==> config.mk <==
export PLATFORM = sky130hd
export DESIGN_NAME = ones_count_engine_flat
export DESIGN_NICKNAME = d
export VERILOG_FILES = /design/src/rtl/ones_count_engine_if.sv /design/src/rtl/ones_count_engine.sv /design/src/flat_wrapper.sv
export SDC_FILE = /design/constraint.sdc
export NUM_CORES = 1
export LEC_CHECK = 0
export CAP_MARGIN = 0
export CELL_PAD_IN_SITES_DETAIL_PLACEMENT = 0
export CELL_PAD_IN_SITES_GLOBAL_PLACEMENT = 1
export CORE_ASPECT_RATIO = 0.75
export CORE_MARGIN = 10
export CORE_UTILIZATION = 36
export DETAILED_ROUTE_END_ITERATION = 8
export GPL_TIMING_DRIVEN = 0
export PLACE_DENSITY_LB_ADDON = 0.1
export SYNTH_ARGS = -nofsm -noshare
export SYNTH_HDL_FRONTEND = slang
export SYNTH_SLANG_ARGS = --single-unit
==> constraint.sdc <==
create_clock -name clk -period 3.25 [get_ports clk]
set_input_delay 0.65 -clock clk [delete_from_list [all_inputs] [get_ports clk]]
set_output_delay 0.65 -clock clk [all_outputs]
set_load 0.01 [all_outputs]
==> src/rtl/ones_count_engine_if.sv <==
// Word-in / count-out handshake bundle for the population-count engine.
// The master drives words and accepts results; the slave is the engine.
interface ones_count_engine_if #(
  parameter int DATA_W = 32,
  parameter int CNT_W  = $clog2(DATA_W + 1)
);
  logic              in_valid;
  logic              in_ready;
  logic [DATA_W-1:0] in_data;
  logic              out_valid;
  logic              out_ready;
  logic [CNT_W-1:0]  out_count;
  logic              out_zero;

  modport master (
    output in_valid, in_data, out_ready,
    input  in_ready, out_valid, out_count, out_zero
  );

  modport slave (
    input  in_valid, in_data, out_ready,
    output in_ready, out_valid, out_count, out_zero
  );
endinterface

==> src/rtl/ones_count_engine.sv <==
// Multi-cycle popcount: CHUNK_W bits per clock, valid/ready on both sides,
// plus running counts of completed words and all-zero words.
//
// state | meaning
// IDLE  | waiting for a word, in_ready=1
// COUNT | summing one chunk per clock from the shift register
// DONE  | result presented, waiting for out_ready
module ones_count_engine #(
  parameter int DATA_W  = 32,
  parameter int CHUNK_W = 8,
  parameter int CNT_W   = $clog2(DATA_W + 1)
) (
  input  logic                 clk,
  input  logic                 rst,
  ones_count_engine_if.slave   bus,
  input  logic                 stat_clr,
  output logic [15:0]          words_done,
  output logic [15:0]          zero_words
);

  localparam int N_CHUNKS = DATA_W / CHUNK_W;
  localparam int CC_W     = (N_CHUNKS > 1) ? $clog2(N_CHUNKS) : 1;

  typedef enum logic [1:0] {
    IDLE  = 2'd0,
    COUNT = 2'd1,
    DONE  = 2'd2
  } state_t;

  state_t            state_q, state_d;
  logic [DATA_W-1:0] shift_q, shift_d;
  logic [CNT_W-1:0]  acc_q, acc_d;
  logic [CC_W-1:0]   chunk_q, chunk_d;
  logic [CNT_W-1:0]  count_q, count_d;
  logic              zero_q, zero_d;
  logic [15:0]       words_done_q, words_done_d;
  logic [15:0]       zero_words_q, zero_words_d;

  logic [CNT_W-1:0]  chunk_pop;
  logic [CNT_W-1:0]  acc_sum;
  logic              accept;
  logic              handshake;
  logic              last_chunk;

  always_ff @(posedge clk or negedge rst) begin
    if (!rst) begin
      state_q <= IDLE;
    end else begin
      state_q <= state_d;
    end
  end

  always_comb begin
    state_d = state_q;
    case (state_q)
      IDLE:    if (bus.in_valid) state_d = COUNT;
      COUNT:   if (last_chunk)   state_d = DONE;
      DONE:    if (bus.out_ready) state_d = IDLE;
      default: state_d = IDLE;
    endcase
  end

  always_comb begin
    bus.in_ready  = (state_q == IDLE);
    bus.out_valid = (state_q == DONE);
    bus.out_count = count_q;
    bus.out_zero  = zero_q;
  end

  assign accept     = (state_q == IDLE) && bus.in_valid;
  assign handshake  = (state_q == DONE) && bus.out_ready;
  assign last_chunk = (chunk_q == '0);

  always_comb begin
    chunk_pop = '0;
    for (int i = 0; i < CHUNK_W; i++) begin
      chunk_pop = chunk_pop + CNT_W'(shift_q[i]);
    end
  end

  assign acc_sum = acc_q + chunk_pop;

  always_comb begin
    shift_d = shift_q;
    acc_d   = acc_q;
    chunk_d = chunk_q;
    count_d = count_q;
    zero_d  = zero_q;
    if (accept) begin
      shift_d = bus.in_data;
      acc_d   = '0;
      chunk_d = CC_W'(N_CHUNKS - 1);
    end else if (state_q == COUNT) begin
      acc_d   = acc_sum;
      shift_d = shift_q >> CHUNK_W;
      if (last_chunk) begin
        count_d = acc_sum;
        zero_d  = (acc_sum == '0);
      end else begin
        chunk_d = chunk_q - CC_W'(1);
      end
    end
  end

  // Clear takes priority over a coincident handshake.
  always_comb begin
    words_done_d = words_done_q;
    zero_words_d = zero_words_q;
    if (stat_clr) begin
      words_done_d = '0;
      zero_words_d = '0;
    end else if (handshake) begin
      words_done_d = words_done_q + 16'd1;
      if (zero_q && (zero_words_q != 16'hFFFF)) begin
        zero_words_d = zero_words_q + 16'd1;
      end
    end
  end

  always_ff @(posedge clk or negedge rst) begin
    if (!rst) begin
      shift_q      <= '0;
      acc_q        <= '0;
      chunk_q      <= '0;
      count_q      <= '0;
      zero_q       <= 1'b0;
      words_done_q <= '0;
      zero_words_q <= '0;
    end else begin
      shift_q      <= shift_d;
      acc_q        <= acc_d;
      chunk_q      <= chunk_d;
      count_q      <= count_d;
      zero_q       <= zero_d;
      words_done_q <= words_done_d;
      zero_words_q <= zero_words_d;
    end
  end

  assign words_done = words_done_q;
  assign zero_words = zero_words_q;

endmodule
==> src/flat_wrapper.sv <==
// flat-port wrapper written by rule: the top's interface ports become plain ports
module ones_count_engine_flat 
#(
  parameter int DATA_W  = 32,
  parameter int CHUNK_W = 8,
  parameter int CNT_W   = $clog2(DATA_W + 1)
)
  (clk, rst, stat_clr, words_done, zero_words, bus_in_valid, bus_in_data, bus_out_ready, bus_in_ready, bus_out_valid, bus_out_count, bus_out_zero);
  ones_count_engine_if #(.DATA_W(DATA_W), .CNT_W(CNT_W)) bus_i ();
  input  logic clk;
  input  logic rst;
  input  logic stat_clr;
  output logic [15:0] words_done;
  output logic [15:0] zero_words;
  input wire logic [$bits(bus_i.in_valid)-1:0] bus_in_valid;
  input wire logic [$bits(bus_i.in_data)-1:0] bus_in_data;
  input wire logic [$bits(bus_i.out_ready)-1:0] bus_out_ready;
  output wire logic [$bits(bus_i.in_ready)-1:0] bus_in_ready;
  output wire logic [$bits(bus_i.out_valid)-1:0] bus_out_valid;
  output wire logic [$bits(bus_i.out_count)-1:0] bus_out_count;
  output wire logic [$bits(bus_i.out_zero)-1:0] bus_out_zero;
  assign bus_i.in_valid = bus_in_valid;
  assign bus_i.in_data = bus_in_data;
  assign bus_i.out_ready = bus_out_ready;
  assign bus_in_ready = bus_i.in_ready;
  assign bus_out_valid = bus_i.out_valid;
  assign bus_out_count = bus_i.out_count;
  assign bus_out_zero = bus_i.out_zero;
  ones_count_engine #(.DATA_W(DATA_W), .CHUNK_W(CHUNK_W), .CNT_W(CNT_W)) u_core (.clk(clk), .rst(rst), .bus(bus_i), .stat_clr(stat_clr), .words_done(words_done), .zero_words(zero_words));
endmodule
# == Word-level counts from Yosys, hierarchy flattened ==
# Cells that the tools add are included.
# word_totals
output_inout_bits,41
in_bits,37
register_bits,81
# classes
n_reduce_logical,13
n_bitwise,1
n_eq_ne,7
add_sub_neg,11
n_mux,16
# op_table
op,n
$mux 16,5
$mux 32,2
$add 6x1->6,6
$add 16x1->16 const B,2
$ne 16x16->1 const B,1
$mux 2,6
$mux 6,2
$add 6x6->6,1
$logic_not 6->1,1
$pmux 2 s3,1
$reduce_and 3->1,2
$reduce_bool 2->1,3
$logic_not 2->1,2
$ne 2x1->1 const B,2
$ne 2x2->1 const B,2
$reduce_and 2->1,2
$logic_and 1x1->1,3
$add 1x1->2,1
$eq 2x1->1 const B,1
$eq 2x2->1 const B,1
$sub 2x1->2 const B,1
$not 1->1,1

# == Depth between registers and ports, before layout ==
# Gate-level depths: netlist (run 1).
# logic_depth
depth_word,10
mapped_depth,14

# == Worst setup path before layout (run 1) ==
# OpenSTA, ideal clock, no wires.
# synth_timing
path_kind,reg-to-reg
startpoint,reg u_core.shift_q[0]
endpoint,"reg u_core.zero_q, in the netlist u_core.bus.out_zero"
required_time_ps,3155
path_buffers,0
setup_slack_ps,-197
synth_period_minus_slack_ps,3447
setup_time_ps,95
stages_incl_launch_ff,15
t_arrival_ps,3352
cell_sequence,dfrtp_1 ha_1 inv_1 fa_1 fa_1 fa_1 inv_1 ha_1 inv_1 fa_1 nand2b_1 a21oi_1 xnor2_1 nand4_1 o31ai_1
# synth_between
elab_chain_len,9
# synth_lines
item,line_no,rtl
"start, declared",ones_count_engine.sv:31,"logic [DATA_W-1:0] shift_q, shift_d;"
"start signal, assigned",ones_count_engine.sv:130,shift_q <= shift_d;
$add 1x1->2,ones_count_engine.sv:77,chunk_pop = chunk_pop + CNT_W'(shift_q[i]);
$add 6x1->6 (6 in a row),ones_count_engine.sv:77,
$add 6x6->6,ones_count_engine.sv:81,assign acc_sum = acc_q + chunk_pop;
$logic_not 6->1,ones_count_engine.sv:98,zero_d = (acc_sum == '0);
"end signal, assigned",ones_count_engine.sv:134,zero_q <= zero_d;
"end, declared",ones_count_engine.sv:35,"logic zero_q, zero_d;"
# Every way passes these cells.
# A chain may end at the register's enable or synchronous reset.

# == Final worst setup path (run 1) ==
# Ends and elaborated chain as after synthesis.

==> impl_metrics.yaml, run 1 <==
cts:
  cts_tree: "built"
  cts_max_path_buffers: 2
  numCtsBuffers: 9
  clk_pin_slew_ps: 60
  clk_latency_ps: 340
  clockRootBuffer: "clkbuf_16"
  htree_levels: 3
  cts_num_sinks: 81
global_routing:
  grt_max_degree: 47
  first_global_vias: 3411
  grt_overflow: 0
  gr-usage-all-layers_pct: 13.58
  grt_use_met1_pct: 18.39
  busiest_layer: "met2"
  met2_usage_pct: 20.19
  antenna_found_initial: 0
  grt_first_pass_wirelength_um: 17600
  use_met3_pct: 4.549
timing:
  slew_headroom_pct: 60.24
  finalCriticalPeriod_ps: 3575
  skew_ps: 4.315
  finalCritPeriodShare_pct: 110.0
  worst_pin_slew_ps: 596.4
  fin_hold_ws_ps: 274.5
  finalHoldViolations: 0
  setup_viol: 7
  drv_slew: 0
  fmax_ghz: 0.2798
  rsz0062_at_grt: "true"
  setup_slack_ps: -324.6
yosys:
  synth_edf_count: 0
  netlist_area_mm2: 0.004089
  ys.flop_type: "dfrtp_1"
  async_flop_share_pct: 100.0
  syn_avg_cell_area_um2: 9.901
  ys_ff_latch: 81
  synth_cell_type_count: 45
  synth.largest_area_cell: "dfrtp_1"
  yosysSeqAreaShare_pct: 49.57
  synth_cells: 413
  synthesis.nets: 469
  synth.area.top_cells: "dfrtp_1 (50%), nand2_1 (6.9%), ha_1 (4.6%), xor2_1 (3.6%), a22oi_1 (3.5%)"
  yosysWarnings: 0
  synth.top_cell.area_share_pct: 49.57
worst_setup_path:
  r2r_end: "u_core.bus.out_zero"
  worst_path_max_delay_cell: "fa_1"
  rr_startpoint: "u_core.shift_q[0]"
  cp-start-kind: "register"
  critical-path-max-stage-delay_ps: 510
  worstPathMaxFanout: 2
  worstRegToRegCells: 14
  ff2ff_setup_slack_ps: -320
  cp_common_cell: "inv_2"
  end_kind: "register"
  path_class: "reg2reg"
  cp.required_ps: 3500
  path_cells: "ha_1 -> inv_2 -> fa_1 -> fa_1 -> fa_2 -> inv_2 -> ha_4 -> inv_2 -> fa_2 -> nand2b_4 -> a21oi_4 -> xnor2_2 -> nand4_1 -> o31ai_2"
  cp.arrival_ps: 3830
floorplan:
  die_width_um: 143.1
  fp.dieH_um: 112.3
  core_area_mm2: 0.01102
  num_io_pins: 78
  rows: 33
  dieArea_mm2: 0.01606
  initial_core_util_pct: 37.09
power:
  p_seq_share_pct: 27.5
  ir_drop_uv: 506.0
  p_comb_share_pct: 54.3
  swShare_pct: 39.59
  p_switching_w: 0.002085
  power.share.clock_pct: 18.3
  fin_total_pwr_w: 0.005268
  leakagePower_nw: 2.522
  p_per_area_mw_per_mm2: 961.4
  power.internal_w: 0.003182
outcome:
  violations: "negative setup slack"
  run_status: "complete, but fails checks"
layout:
  stdcell_count: 653
  finalNetCount: 564
  layout-drive-gt1-share_pct: 12.09
  final_area_mm2: 0.005479
  diodes: 0
  area_delta_synth_final_pct: 34.00
placement:
  postPlaceCellArea_mm2: 0.005060
  placed_cells: 630
  hpwl_um: 7754
  port_buffers: 76
  routabilityCongestion: 0.7693
run:
  cap_violations: 0
detailed_routing:
  drc_errors: 0
  vias: 3227
  wirelength_um: 10520
  wl_per_cell_um: 16.10
  drt_iter0_drc: 139
  first_pass_iters: 4
  antenna_left: 0
  viasPerCell: 4.942
worst_hold_path:
  hold_class: "in2async"
## synth_stat cells, drive strengths merged (2+ instances only)
master	count
nor3b	2
mux2i	3
nor2b	4
nor4	2
nand4	10
and4	5
xnor2	12
or3	4
ha	15
xor2	17
nand2b	2
o21ai	20
a22oi	19
nor3	11
nor2	36
and3	6
a221o	5
buf	6
nand2	76
inv	17
a21oi	5
nand3	27
dfrtp	81
fa	4
clkbuf	11
o31ai	2
## kinds of logic after synthesis
kind of cell / after synthesis / share of synthesized area, %
AND/OR/NAND/NOR: 190 / 23.93
buffers and inverters: 35 / 3.825
multiplexers: 4 / 1.010
flip-flops: 81 / 49.57
adder cells (fa/ha/maj): 19 / 6.548
XOR/XNOR: 29 / 6.212
AO/OA/AOI/OAI: 55 / 8.905
## stage by stage
stage	setup TNS [ps]	utilization [%]	worst slack (ps)
floorplan	-133.8	-	-133.8
global placement	-135240	45.67	-1659
detailed placement	-1582	45.90	-401.7
CTS	-1385	49.49	-284.4
global route	-2662	49.70	-472.5
finish	-1572	49.70	-324.6
## worst max-delay path: cells and delay by family, from the launching register on
family,cells,cell delay [ps]
flops,1,380
xor+xnor,1,150
buf+inv,3,180
fa+ha+maj,6,2150
simple gates,2,290
compound gates,2,310
## how the worst max path moves through the flow
| stage | startpoint | to | slack, ps |
|---|---|---|---|
| floorplan | u_core.shift_q[0] | u_core.bus.out_zero | -130 |
| global placement | rst | u_core.words_done[11] | -1660 |
| detailed placement | u_core.shift_q[0] | u_core.bus.out_zero | -400 |
| CTS | u_core.shift_q[0] | u_core.bus.out_count[5] | -280 |
| global route | u_core.shift_q[0] | u_core.bus.out_zero | -470 |
| finish | u_core.shift_q[0] | u_core.bus.out_zero | -320 |
## registers in the layout, indices dropped and copies added, names as in the netlist
register and cells:
u_core.chunk_q 2, u_core.words_done 16, u_core.bus.out_zero 1, u_core.zero_words 16, u_core.bus.out_count 6, u_core.state_q 2
u_core.acc_q 6, u_core.shift_q 32
## power groups by stage
stage               Clock, W  Sequential, W  Combinational (W)
floorplan                  0        0.00143            0.00155
global placement           0        0.00146            0.00214
detailed placement         0        0.00146            0.00218
CTS                 0.000996        0.00145            0.00272
global route         0.00103        0.00148            0.00323
finish              0.000963        0.00145            0.00286
## layout by cell type, fill, tap and decap left out, types with 9 or more instances in the layout
master,count
xnor2_1,10
clkdlybuf4s50_1,75
nand2_1,75
inv_1,14
clkbuf_1,11
clkbuf_16,9
o21ai_0,14
a22oi_1,19
dfrtp_1,81
xor2_1,16
nand3_1,27
ha_1,14
nor3_1,10
nor2_1,34
## per-layer routing
layer,wire [µm],up-vias
met5,0,-
met4,116,0
met1,5112,1547
li1,-,1612
met3,584,14
met2,4702,54
## final cells by class
type / instances / area [µm²]
repair buffers: 84 / 845.8
clock buffers: 11 / 252.7
flip-flops and latches: 81 / 2027
well taps: 140 / 175.2
inverters: 17 / 63.81
plain buffers: 18 / 92.59
fillers: 1045 / 5545
multi-input cells: 297 / 1992
clock inverters: 5 / 30.03
## what timing repair did
item,in CTS,in global routing
resized for setup,18,7
hold buffers,0,0
pin swaps,5,7
buffers inserted,6,3
endpoints found under the setup margin,7,11
Power figures use the tool's default switching activity.
==> run 2: changes to the inputs <==
MAX_ROUTING_LAYER = met4   (was unset)
==> impl_metrics.yaml, run 2 (same netlist as run 1, synthesis figures left out) <==
outcome:
  run_status: "complete, but fails checks"
  violations: "negative setup slack"
detailed_routing:
  vias: 3237
  wl_per_cell_um: 16.13
  drc_errors: 0
  drt_iter0_drc: 154
  antenna_left: 0
  wirelength_um: 10530
  viasPerCell: 4.957
  first_pass_iters: 4
placement:
  post-place-ws_ps: -401.7
  routabilityCongestion: 0.7796
  port_buffers: 76
  hpwl_um: 7754
  postPlaceCellArea_mm2: 0.005060
power:
  leakagePower_nw: 2.522
  p_per_area_mw_per_mm2: 962.9
  fin_total_pwr_w: 0.005276
  ir_drop_uv: 506.2
floorplan:
  core_area_mm2: 0.01102
  dieArea_mm2: 0.01606
  die_width_um: 143.1
  rows: 33
  num_io_pins: 78
  fp.dieH_um: 112.3
  initial_core_util_pct: 37.09
run:
  cap_violations: 0
global_routing:
  antenna_found_initial: 0
  grt_overflow: 0
  grt_first_pass_wirelength_um: 17570
  first_global_vias: 3429
  gr-usage-all-layers_pct: 13.97
  grt_max_degree: 47
worst_setup_path:
  cp.arrival_ps: 3840
  cp.required_ps: 3500
  cp-start-kind: "register"
  worstPathMaxFanout: 2
  path_class: "reg2reg"
  end_kind: "register"
layout:
  finalNetCount: 564
  final_area_mm2: 0.005479
  fin_util_pct: 49.70
  layout.cells.most_common: "dfrtp_1"
  fillers: 1045
  largest_reg_flops: 32
  layout-drive-gt1-share_pct: 12.09
  diodes: 0
  area_delta_synth_final_pct: 34.00
  largest-register: "u_core.shift_q"
  layout_common_cells: "dfrtp_1 (81), nand2_1 (75), clkdlybuf4s50_1 (75)"
cts:
  cts_tree: "built"
  clk_latency_ps: 340
  holdBufCountCts: 0
  clk_pin_slew_ps: 60
  cts_num_sinks: 81
  clockRootBuffer: "clkbuf_16"
  numCtsBuffers: 9
  htree_levels: 3
  cts_max_path_buffers: 2
timing:
  finalHoldViolations: 0
  drv_slew: 0
  slew_headroom_pct: 60.17
  setup_slack_ps: -332.7
  setup_viol: 7
  tns_ps: -1605
  fmax_ghz: 0.2791
  rsz0062_at_grt: "true"
  worst_pin_slew_ps: 597.4
  finalCriticalPeriod_ps: 3583
  finalCritPeriodShare_pct: 110.2
  skew_ps: 4.439
worst_hold_path:
  hold_class: "in2async"
run 2: path summary, 6_finish.rpt:
path	startpoint	end	slack, ps	cells past startpoint
max	u_core.shift_q[0]	u_core.bus.out_zero	-330	14
min	rst	u_core.acc_q[3]	270	1
max reg2reg	u_core.shift_q[0]	u_core.bus.out_zero	-330	14
min reg2reg	u_core.shift_q[20]	u_core.shift_q[20]	480	2
max in group asynchronous	rst	u_core.words_done[7]	2380	2
min in group clk	u_core.shift_q[20]	u_core.shift_q[20]	480	2
run 2: worst max-delay path: stages (launching register included):
cell	delay, ps
dfrtp_1	380
ha_1	300
inv_2	60
fa_1	430
fa_1	510
fa_2	440
inv_2	80
ha_4	130
inv_2	40
fa_2	350
nand2b_4	160
a21oi_4	140
xnor2_2	150
nand4_1	130
o31ai_2	170
run 2: layout make-up:
cell class	count	area, µm²	area share (%)
inverters	17	63.81	1.165
well taps	140	175.2	3.197
repair buffers	84	845.8	15.44
clock buffers	11	252.7	4.613
plain buffers	18	92.59	1.690
flip-flops and latches	81	2027	36.99
clock inverters	5	30.03	0.5481
multi-input cells	297	1992	36.36
run 2: repair_timing:
item,4_1_cts,5_1_grt
pin swaps,5,7
resized for setup,18,7
setup buffers,6,3
setup endpoints to repair,7,11
run 2: power breakdown:
part           total, W  switching (W)  internal (W)
clock network  0.000967       0.000412      0.000555
registers       0.00145       0.000154       0.00129
logic           0.00286        0.00153       0.00134
total           0.00528        0.00209       0.00318
run 2: per-layer routing:
layer / vias up / wire [µm] / global-route usage, %
met1: 1556 / 5223 / 18.83
met2: 56 / 4718 / 20.28
met3: 14 / 453 / 3.286
met4: 0 / 138 / 4.390
met5: - / 0 / -
li1: 1611 / - / -
run 2: through the flow:
step	hold WS, ps	cells
floorplan	354.4	413
global placement	459.0	629
detailed placement	463.0	630
CTS	288.6	652
global route	304.0	653
finish	271.5	653
==> run 3: changes to the inputs <==
CORE_MARGIN = unset   (was 10)
==> impl_metrics.yaml, run 3 (same netlist as run 1, synthesis figures left out) <==
cts:
  clockRootBuffer: "clkbuf_16"
  clk_latency_ps: 330
  htree_levels: 3
  cts_tree: "built"
  cts_num_sinks: 81
  holdBufCountCts: 0
  numCtsBuffers: 9
  clk_pin_slew_ps: 60
  cts_max_path_buffers: 2
detailed_routing:
  wl_per_cell_um: 15.09
  viasPerCell: 4.923
  dr_wl_met2_um: 4228
  first_pass_iters: 8
  wl_met3_um: 360
  drt_iter0_drc: 158
  wirelength_um: 9825
  top_layer: "met4"
  vias: 3205
  antenna_left: 0
  met1_length_um: 5141
  drc_errors: 4
power:
  ir_drop_uv: 481.3
  power.share.clock_pct: 18.0
  p_per_area_mw_per_mm2: 948.4
  p_seq_share_pct: 28.0
  p_switching_w: 0.002049
  p_comb_share_pct: 53.9
  power.internal_w: 0.003107
  leakagePower_nw: 2.503
  fin_total_pwr_w: 0.005156
  swShare_pct: 39.74
worst_setup_path:
  path_class: "reg2reg"
  worstRegToRegCells: 14
  ff2ff_setup_slack_ps: -280
  cp.required_ps: 3490
  r2r_end: "u_core.bus.out_zero"
  cp-start-kind: "register"
  cp.arrival_ps: 3770
  worstPathMaxFanout: 2
  rr_startpoint: "u_core.shift_q[0]"
  end_kind: "register"
timing:
  setup_viol: 9
  finalHoldViolations: 0
  worst_pin_slew_ps: 593.1
  fmax_ghz: 0.2831
  setup_slack_ps: -282.7
  finalCriticalPeriod_ps: 3533
  rsz0062_at_grt: "true"
  drv_slew: 0
  skew_ps: 6.888
  finalCritPeriodShare_pct: 108.7
  slew_headroom_pct: 60.46
layout:
  largest-register: "u_core.shift_q"
  layout.cells.most_common: "dfrtp_1"
  diodes: 0
  fin_util_pct: 49.50
  fillers: 1044
  finalNetCount: 563
  area_delta_synth_final_pct: 32.96
  layout_common_cells: "dfrtp_1 (81), nand2_1 (75), clkdlybuf4s50_1 (75)"
  largest_reg_flops: 32
  multi_input_area_mm2: 0.001983
  layout-drive-gt1-share_pct: 11.15
  regArea_mm2: 0.002027
placement:
  hpwl_um: 6858
  routabilityCongestion: 0.7336
  port_buffers: 76
outcome:
  violations: "design-rule violations, negative setup slack"
  run_status: "complete, but fails checks"
global_routing:
  gr-usage-all-layers_pct: 18.95
  grt_max_degree: 53
  grt_first_pass_wirelength_um: 16590
  first_global_vias: 3157
  antenna_found_initial: 0
  grt_overflow: 0
floorplan:
  die_width_um: 125.1
  core_area_mm2: 0.01098
  fp.dieH_um: 94.30
  rows: 33
  num_io_pins: 78
  dieArea_mm2: 0.01179
  initial_core_util_pct: 37.23
worst_hold_path:
  hold_class: "in2async"
run:
  cap_violations: 0
-- run 3: cell types whose count changed in the layout (fill, tap and decap cells not counted), sizes merged --
cell      change
clkinvlp      -1
buf           -1
clkinv        -1
clkbuf        +1
-- run 3: area by class of cell --
cell class              instances  area share, %
flip-flops and latches         81          37.28
inverters                      17          1.174
clock buffers                  12          4.534
repair buffers                 83          15.28
well taps                     140          3.222
clock inverters                 3         0.3222
multi-input cells             297          36.48
plain buffers                  18          1.703
-- run 3: power groups by stage --
stage / Clock, W / Sequential [W] / Combinational [W]
floorplan: 0 / 0.00143 / 0.00155
global placement: 0 / 0.00145 / 0.00217
detailed placement: 0 / 0.00146 / 0.00222
CTS: 0.000958 / 0.00144 / 0.00277
global route: 0.00101 / 0.00148 / 0.00317
finish: 0.000929 / 0.00145 / 0.00278
-- run 3: timing repair --
item                       in CTS  in global routing
setup buffers                   5                  1
pin swaps                       8                  1
resized for setup              19                  1
gates cloned                    0                  0
setup endpoints to repair       7                  9
-- run 3: stage by stage --
stage                     setup TNS (ps)  setup slack (ps)  hold slack, ps  instances  cell area, µm²
after floorplan                   -133.8            -133.8           354.4        413            4099
after global placement           -131310             -1612           458.9        629            5035
after detailed placement           -1251            -396.7           463.3        630            5060
after CTS                          -1227            -294.0           260.8        650            5429
after global routing               -2301            -444.1           285.5        651            5436
final                              -1230            -282.7           256.5        651            5436
-- run 3: worst max path at each step --
stage          slack [ps]         startpoint                     to
6_report             -280  u_core.shift_q[0]    u_core.bus.out_zero
3_3_place_gp        -1610                rst  u_core.words_done[14]
3_5_place_dp         -400  u_core.shift_q[0]    u_core.bus.out_zero
2_1_floorplan        -130  u_core.shift_q[0]    u_core.bus.out_zero
4_1_cts              -290  u_core.shift_q[0]    u_core.bus.out_zero
5_1_grt              -440  u_core.shift_q[1]    u_core.bus.out_zero
-- run 3: worst max-delay path, cell delays in order (launching register included) --
cell and delay (ps):
dfrtp_1 380, ha_1 300, inv_2 60, fa_1 410
fa_1 520, fa_2 440, inv_2 70, ha_4 130
inv_2 30, fa_2 340, nand2b_4 160, a21oi_4 140
xnor2_2 150, nand4_1 100, o31ai_1 200
-- run 3: routing by layer --
| layer | vias to the layer above | track usage [%] |
|---|---|---|
| li1 | 1607 | - |
| met2 | 62 | 28.35 |
| met4 | 0 | 4.878 |
| met3 | 10 | 3.986 |
| met1 | 1526 | 26.17 |
| met5 | - | - |
